File: config.mk
export PLATFORM = sky130hd
export DESIGN_NAME = mult_rr_scheduler
export DESIGN_NICKNAME = d
export VERILOG_FILES = /design/src/rtl/mult_rr_scheduler.sv
export SDC_FILE = /design/constraint.sdc
export NUM_CORES = 1
export LEC_CHECK = 0
export BUFFER_PORTS_ARGS = -buffer_cell sky130_fd_sc_hd__buf_2
export CELL_PAD_IN_SITES_DETAIL_PLACEMENT = 2
export CELL_PAD_IN_SITES_GLOBAL_PLACEMENT = 2
export CORE_ASPECT_RATIO = 0.75
export CORE_UTILIZATION = 40
export CTS_BUF_LIST = sky130_fd_sc_hd__clkbuf_4
export DETAILED_ROUTE_END_ITERATION = 10
export PLACE_DENSITY_LB_ADDON = 0.1
export RECOVER_POWER = 50
export SYNTH_ARGS = -nofsm -noshare
export SYNTH_HDL_FRONTEND = slang
export SYNTH_SLANG_ARGS = --single-unit
File: constraint.sdc
create_clock -name clk -period 5.3 [get_ports clk]
set_input_delay 0.795 -clock clk [delete_from_list [all_inputs] [get_ports clk]]
set_output_delay 0.795 -clock clk [all_outputs]
set_load 0.005 [all_outputs]
File: src/rtl/mult_rr_scheduler.sv
// mult_rr_scheduler: round-robin front end for one shared, fully pipelined
// signed multiplier. It grants at most one requester per cycle, sends that
// requester's operands into a shift-add multiplier pipeline, and carries an
// {valid, id} tag alongside so each product returns tagged with its requester.
module mult_rr_scheduler #(
   parameter  int OPP_W   = 4,
   parameter  int NUM_REQ = 4,
   localparam int ID_W    = $clog2(NUM_REQ),
   localparam int LAT     = OPP_W + 1,
   localparam int CNT_W   = $clog2(LAT + 1)
) (
   input  logic                       clk,
   input  logic                       aresetn,
   input  logic                       en,
   input  logic [NUM_REQ-1:0]         req_valid,
   output logic [NUM_REQ-1:0]         req_ready,
   input  logic [NUM_REQ*OPP_W-1:0]   req_a,
   input  logic [NUM_REQ*OPP_W-1:0]   req_b,
   output logic                       rsp_valid,
   output logic [ID_W-1:0]            rsp_id,
   output logic [2*OPP_W-1:0]         rsp_data,
   output logic [CNT_W-1:0]           inflight,
   output logic                       busy
);

   localparam int PRD_W = 2 * OPP_W;

   typedef struct packed {
      logic            vld;
      logic [ID_W-1:0] id;
   } tag_t;

   // Arbitration and control state
   logic [ID_W-1:0]  ptr_q, ptr_d;
   logic [ID_W-1:0]  gnt_id;
   logic             gnt_found;
   logic             accept;
   tag_t             tag_q [LAT];
   tag_t             tag_d [LAT];
   logic [CNT_W-1:0] inflight_q, inflight_d;

   // Multiplier datapath: stage 0 latches operands, stage k adds partial
   // product k-1, so the last stage holds the finished product.
   logic [OPP_W-1:0] op_a, op_b;
   logic [PRD_W-1:0] pa_q  [LAT-1];
   logic [PRD_W-1:0] pa_d  [LAT-1];
   logic [OPP_W-1:0] pb_q  [LAT-1];
   logic [OPP_W-1:0] pb_d  [LAT-1];
   logic [PRD_W-1:0] acc_q [LAT];
   logic [PRD_W-1:0] acc_d [LAT];
   logic [PRD_W-1:0] pp;

   // Round-robin search: first valid requester at or after ptr, wrapping.
   always_comb begin : arb
      int               sum;
      logic [ID_W-1:0]  cand;
      // NOTE: every combinationally assigned signal gets a default first so no latch is inferred.
      gnt_found = 1'b0;
      gnt_id    = '0;
      sum       = 0;
      cand      = '0;
      for (int off = 0; off < NUM_REQ; off++) begin
         sum = int'(ptr_q) + off;
         if (sum >= NUM_REQ) sum = sum - NUM_REQ;
         cand = ID_W'(sum);
         if (!gnt_found && req_valid[cand]) begin
            gnt_found = 1'b1;
            gnt_id    = cand;
         end
      end
   end

   // Grant, pointer advance, operand mux, tag shift and in-flight count.
   always_comb begin
      accept    = gnt_found && en;
      req_ready = '0;
      if (accept) req_ready[gnt_id] = 1'b1;

      ptr_d = ptr_q;
      if (accept) begin
         ptr_d = (gnt_id == ID_W'(NUM_REQ - 1)) ? '0 : gnt_id + ID_W'(1);
      end

      op_a = '0;
      op_b = '0;
      if (accept) begin
         op_a = req_a[gnt_id*OPP_W +: OPP_W];
         op_b = req_b[gnt_id*OPP_W +: OPP_W];
      end

      tag_d[0] = '0;
      if (accept) begin
         tag_d[0].vld = 1'b1;
         tag_d[0].id  = gnt_id;
      end
      for (int k = 1; k < LAT; k++) tag_d[k] = tag_q[k-1];

      inflight_d = inflight_q;
      case ({accept, tag_q[LAT-1].vld})
         2'b10:   inflight_d = inflight_q + CNT_W'(1);
         2'b01:   inflight_d = inflight_q - CNT_W'(1);
         default: inflight_d = inflight_q;
      endcase
   end

   // Shift-add signed multiply: A is sign-extended, each lower bit of B adds
   // A shifted into place, and B's sign bit subtracts its weighted term.
   always_comb begin
      pp       = '0;
      pa_d[0]  = {{OPP_W{op_a[OPP_W-1]}}, op_a};
      pb_d[0]  = op_b;
      acc_d[0] = '0;
      for (int k = 1; k < LAT - 1; k++) begin
         pa_d[k] = pa_q[k-1];
         pb_d[k] = pb_q[k-1];
      end
      for (int k = 1; k < LAT; k++) begin
         pp = pb_q[k-1][k-1] ? (pa_q[k-1] << (k - 1)) : '0;
         if (k == LAT - 1) acc_d[k] = acc_q[k-1] - pp;
         else              acc_d[k] = acc_q[k-1] + pp;
      end
   end

   // Control state: pointer, tag pipeline and counter, cleared by reset.
   always_ff @(posedge clk or negedge aresetn) begin
      if (!aresetn) begin
         ptr_q      <= '0;
         inflight_q <= '0;
         for (int k = 0; k < LAT; k++) tag_q[k] <= '0;
      end else begin
         // NOTE: sequential state uses non-blocking assignments so all flops update from pre-edge values.
         ptr_q      <= ptr_d;
         inflight_q <= inflight_d;
         tag_q      <= tag_d;
      end
   end

   // Multiplier pipeline registers, advancing every cycle.
   always_ff @(posedge clk) begin
      // NOTE: datapath pipeline is not reset; the tag valid bits gate everything it produces.
      pa_q  <= pa_d;
      pb_q  <= pb_d;
      acc_q <= acc_d;
   end

   assign rsp_valid = tag_q[LAT-1].vld;
   assign rsp_id    = tag_q[LAT-1].id;
   assign rsp_data  = rsp_valid ? acc_q[LAT-1] : '0;
   assign inflight  = inflight_q;
   assign busy      = (inflight_q != '0);

endmodule

# --- Word-level counts from Yosys, hierarchy flattened ---
# Index checks and enable logic that the tools add are counted.
# Widths: inputs -> output; s select.
classes:
  reduce_logical: 10
  add_sub_neg: 13
  muxes: 31
  magnitude_cmp: 10
  n_shift: 2
  n_eq_ne: 3
ops:
  columns: ["operator", "count"]
  rows:
  - ["$mux 8", 4]
  - ["$shiftx 16x5->4", 2]
  - ["$mux 2", 9]
  - ["$add 8x8->8", 2]
  - ["$lt 2x3->1 const B", 5]
  - ["$ge 3x3->1 const B", 3]
  - ["$mux 1", 9]
  - ["$bmux 1 s2", 4]
  - ["$mux 4", 2]
  - ["$sub 2x1->2 const B", 4]
  - ["$sub 8x8->8", 1]
  - ["$add 2x2->3 const B", 2]
  - ["$pmux 3 s2", 1]
  - ["$logic_and 1x1->1", 5]
  - ["$eq 2x2->1 const B", 2]
  - ["$add 2x1->3 const B", 1]
  - ["$add 3x1->3 const B", 1]
  - ["$ge 2x3->1 const B", 1]
  - ["$logic_not 1->1", 3]
  - ["$mux 3", 1]
  - ["$reduce_bool 3->1", 1]
  - ["$sub 3x1->3 const B", 1]
  - ["$add 2x1->2 const B", 1]
  - ["$demux 1 s2", 1]
  - ["other kinds (3)", 3]
totals:
  register_bits: 80
  output_inout_bits: 19
  inputBits: 39

# --- Logic depth before layout (Yosys ltp) ---
logic_depth:
  word_depth: 19
  ltp_mapped: 8
  mapped_depth_nobuf: 7

# --- Least setup slack after synthesis ---
# Ideal clock, no wire load.
synth_timing:
  kind: "input-to-output"
  from: "in req_valid[2]"
  to: "out req_ready[0]"
  path_stages: 8
  required_ps: 4505
  setup_slack_ps: 2689
  arrival_time_ps: 1816
  cell_sequence: "mux2i_1 > nor2_1 > nor3_2 > buf_6 > buf_12 > inv_1 > ha_1 > and2_1"
synth_via:
  elab_chain_cells: 17
  word_cells_on_any_way: 29
  classes_between: "2 x order compare; 19 x mux; 8 x reduce/logical"
synth_lines:
  columns: ["element", "line", "text"]
  rows:
  - ["from (decl)", "15", "input logic [NUM_REQ-1:0] req_valid,"]
  - ["$bmux 1 s2", "66", "if (!gnt_found && req_valid[cand]) begin"]
  - ["$mux 1 (implied by the code)", "66", null]
  - ["$mux 1", "66", null]
  - ["$logic_not 1->1", "66", null]
  - ["$logic_and 1x1->1", "66", null]
  - ["$mux 1", "66", null]
  - ["$logic_not 1->1", "66", null]
  - ["$logic_and 1x1->1", "66", null]
  - ["$mux 1", "66", null]
  - ["$logic_not 1->1", "66", null]
  - ["$logic_and 1x1->1", "66", null]
  - ["$mux 2", "66", null]
  - ["$lt 2x3->1 (implied by the code) / $ge 2x1->1 (equally long branches)", "77", "if (accept) req_ready[gnt_id] = 1'b1;"]
  - ["$logic_and 1x1->1 (implied by the code)", "77", null]
  - ["$mux 1 (implied by the code)", "77", null]
  - ["$demux 1 s2", "77", null]
  - ["$mux 4 *", "77", null]
  - ["to (decl)", "16", "output logic [NUM_REQ-1:0] req_ready,"]
# Every way passes the cells marked *; elsewhere a longest branch is shown, timed or not. The select of a mux whose other input is x is not followed.

# --- Final worst setup path ---
layout_timing:
  from: "reg ptr_q[1]"
  to: "out req_ready[0]"
layout_via:
  elab_chain_cells: 19
  word_cells_on_any_way: 44
  classes_between: "7 x add/sub; 6 x order compare; 23 x mux; 8 x reduce/logical"
layout_lines:
  columns: ["element", "line", "text"]
  rows:
  - ["from (decl)", "34", "logic [ID_W-1:0] ptr_q, ptr_d;"]
  - ["from (signal assigned)", "132", "ptr_q <= ptr_d;"]
  - ["branches (longest 18 deep; another with $add 2x1->3)", null, null]
  - ["$mux 4 *", "77", null]
# Mark *: on every way between the ends. The select of a mux whose other input is x is not followed.

==> out/results.ini <==
[timing]
whs_ns=0.329
drv_slew=0
fin_skew_ns=0.0118
fin_setup_tns_ns=0
tightest_slew_ns=1.11
finalCriticalPeriod_ns=3.06
rsz0062_at_grt=no
fmax_mhz=327
period_share_pct=57.7
hold_viol_final=0
slew_headroom_pct=26.0
setup_viol=0

[critical_path]
path_buf_inv=3
arrival_ns=2.27
r2r-start=ptr_q[1]$_DFFE_PN0P_
crit_family=buffers and inverters
worstPathRequired_ns=4.51
end_kind=output pin
r2r_slack_ns=3.42
crit_chain=mux2i_1 -> nor2_1 -> nor3_4 -> buf_4 -> inv_1 -> ha_1 -> and2_1 -> buf_2
slowest_stage=dfrtp_1
slowest_delay_ns=0.47
startpoint=ptr_q[1]$_DFFE_PN0P_
critPathKind=register to output pin
start_kind=register
critPathMaxFanout=19

[power_and_ir_drop]
p_sw_uw=410
switching_share_pct=27.9
p_comb_share_pct=22.6
ir_worst_vdd_v=0.000145
p_leak_uw=0.00164
power.density_mw_per_mm2=450
clkPwrFrac_pct=26.1
p_seq_share_pct=51.3
p_int_uw=1060

[clock_network]
cts-root-buf=clkbuf_4
cts_setup_buffers=0
cts_tree=yes
cts_hold_buf=0
clock_sinks=74
numCtsBuffers=9
clk_latency_ns=0.41
clk_path_buf_depth=2
htree_levels=3
clk_pin_slew_worst_paths_ns=0.11
post_cts_resized=0

[final_layout]
final_cell_area_mm2=0.00326
seq_area_mm2=0.00158
finalNonFillerCells=376
layout_common_cells=buf_2 (56), dfxtp_1 (54), and2_1 (23)
num_antenna_cells=0
drive_gt1_share_pct=25.8
final_common_cell=buf_2
nets=351
multiInputGateArea_mm2=0.00107
final_core_util_pct=50.7
area_delta_synth_final_pct=19.2
fill_cells=669

[placed_design]
dp_hpwl_um=4490
dp.cells=360
placed_cell_area_mm2=0.00311
gp_congestion=0.731
io_buffer_count=57

[outcome]
run_status=finished clean

[yosys]
avgSynthCellArea_um2=12.3
yosysWarnings=0
synth_edf_count=0
ys_types=27
synth_nets=284
synth_xor_area_share_pct=4.48
synthesis.area_mm2=0.00274
synth_area_leaders=dfxtp_1 (39%), dfrtp_1 (18%), ha_1 (8.2%)
synth_top_cell_by_area=dfxtp_1
async_flop_share_pct=27.0
synth_simple_gate_area_share_pct=9.87
yosys_register_bits=74
synthCells=223
yosys.area_share.adder_pct=11.1
synth_seq_area_share_pct=57.7
synth_mux_area_share_pct=6.21
synth_top_family_by_area=adder cells
ys.flop_type=dfxtp_1
synth_compound_area_share_pct=7.22
synth.top_cell.area_share_pct=39.5

[route]
via_per_inst=4.69
ant_nets=0
num_vias=1763
wl_per_cell_um=15.3
drt_first_pass_iters=4
drc=0
wl_um=5760
first_iter_violations=15

[die]
die_height_um=73.7
ios=58
die_w_um=97.6
core_area_mm2=0.00644
start_util_pct=42.5
die_area_mm2=0.00719
num_rows=25

[hold_path]
worstHoldStart=pb_d[9]$_SDFF_PN0_
min_path_type=register to register

[grt]
grt_pass1_wl_um=9640
grt_max_degree=21
first_global_vias=2003
antenna_found_initial=0
globalRouteOverflowTotal=0
grt_usage_pct=18.2

[job]
cap_violations=0

==> layout make-up <==
cell class / count / share of cell area (%)
flip-flops and latches: 74 / 48.4
multi-input cells: 131 / 32.8
repair buffers: 58 / 8.93
well taps: 81 / 3.10
clock buffers: 12 / 2.76
clock inverters: 4 / 2.07
inverters: 16 / 1.84
==> per-stage QoR <==
step | worst slack [ns] | total power, µW
2_1_floorplan | 2.69 | 978
3_3_place_gp | 2.34 | 1070
3_5_place_dp | 2.26 | 1110
4_1_cts | 2.19 | 1500
5_1_grt | 2.08 | 1560
6_report | 2.24 | 1470
==> logic make-up after synthesis <==
group,count (synthesis)
simple gates,49
compound gates,29
mux,17
fa+ha+maj,22
buf+inv,18
xor+xnor,14
flops,74
==> registers in the layout, indices dropped and copies added, names as in the netlist <==
register,cells
acc_q,28
inflight,3
pa_d,12
pa_q,4
pb_d,9
pb_q,1
ptr_q,2
rsp_id,2
rsp_valid,1
tag_d,12
==> synthesized netlist by cell type (5+ instances only) <==
master,count
dfxtp_1,54
nand2_1,12
o22ai_1,8
dfrtp_1,20
inv_1,14
mux2i_1,17
xor2_1,6
and2_1,25
xnor2_1,8
nor2_1,5
a21oi_1,10
ha_1,18
==> final timing paths <==
kind                                       end  cells after the start
max in group asynchronous  tag_d[10]$_DFF_PN0_                      1
setup reg to reg           pb_d[10]$_SDFF_PN0_                      6
min in group asynchronous  tag_d[11]$_DFF_PN0_                      1
hold / removal                 pb_d[5]$_DFF_P_                      0
hold reg to reg                pb_d[5]$_DFF_P_                      0
setup / recovery                  req_ready[0]                      8
==> power by group through the flow <==
stage / Sequential (µW) / Combinational (µW) / Clock (µW)
final: 753 / 332 / 383
after detailed placement: 770 / 338 / 0
after floorplan: 743 / 235 / 0
after global routing: 771 / 374 / 418
after CTS: 758 / 342 / 397
after global placement: 758 / 314 / 0
==> worst register-to-register path: stages, from the launching register on <==
cell	delay (ns)
dfrtp_1	0.47
mux2i_1	0.24
nor2_1	0.11
nor3_4	0.16
buf_4	0.31
mux2i_1	0.33
o22ai_1	0.13
==> layer usage <==
| metal | vias to the layer above | track usage (%) | routed length (µm) |
|---|---|---|---|
| met4 | 0 | 5.07 | 56 |
| met3 | 9 | 6.85 | 313 |
| met2 | 51 | 33.5 | 3020 |
| met1 | 831 | 19.8 | 2370 |
| met5 | - | 0 | 0 |
| li1 | 872 | - | - |
Note: power is estimated with default switching activity, not from simulation.
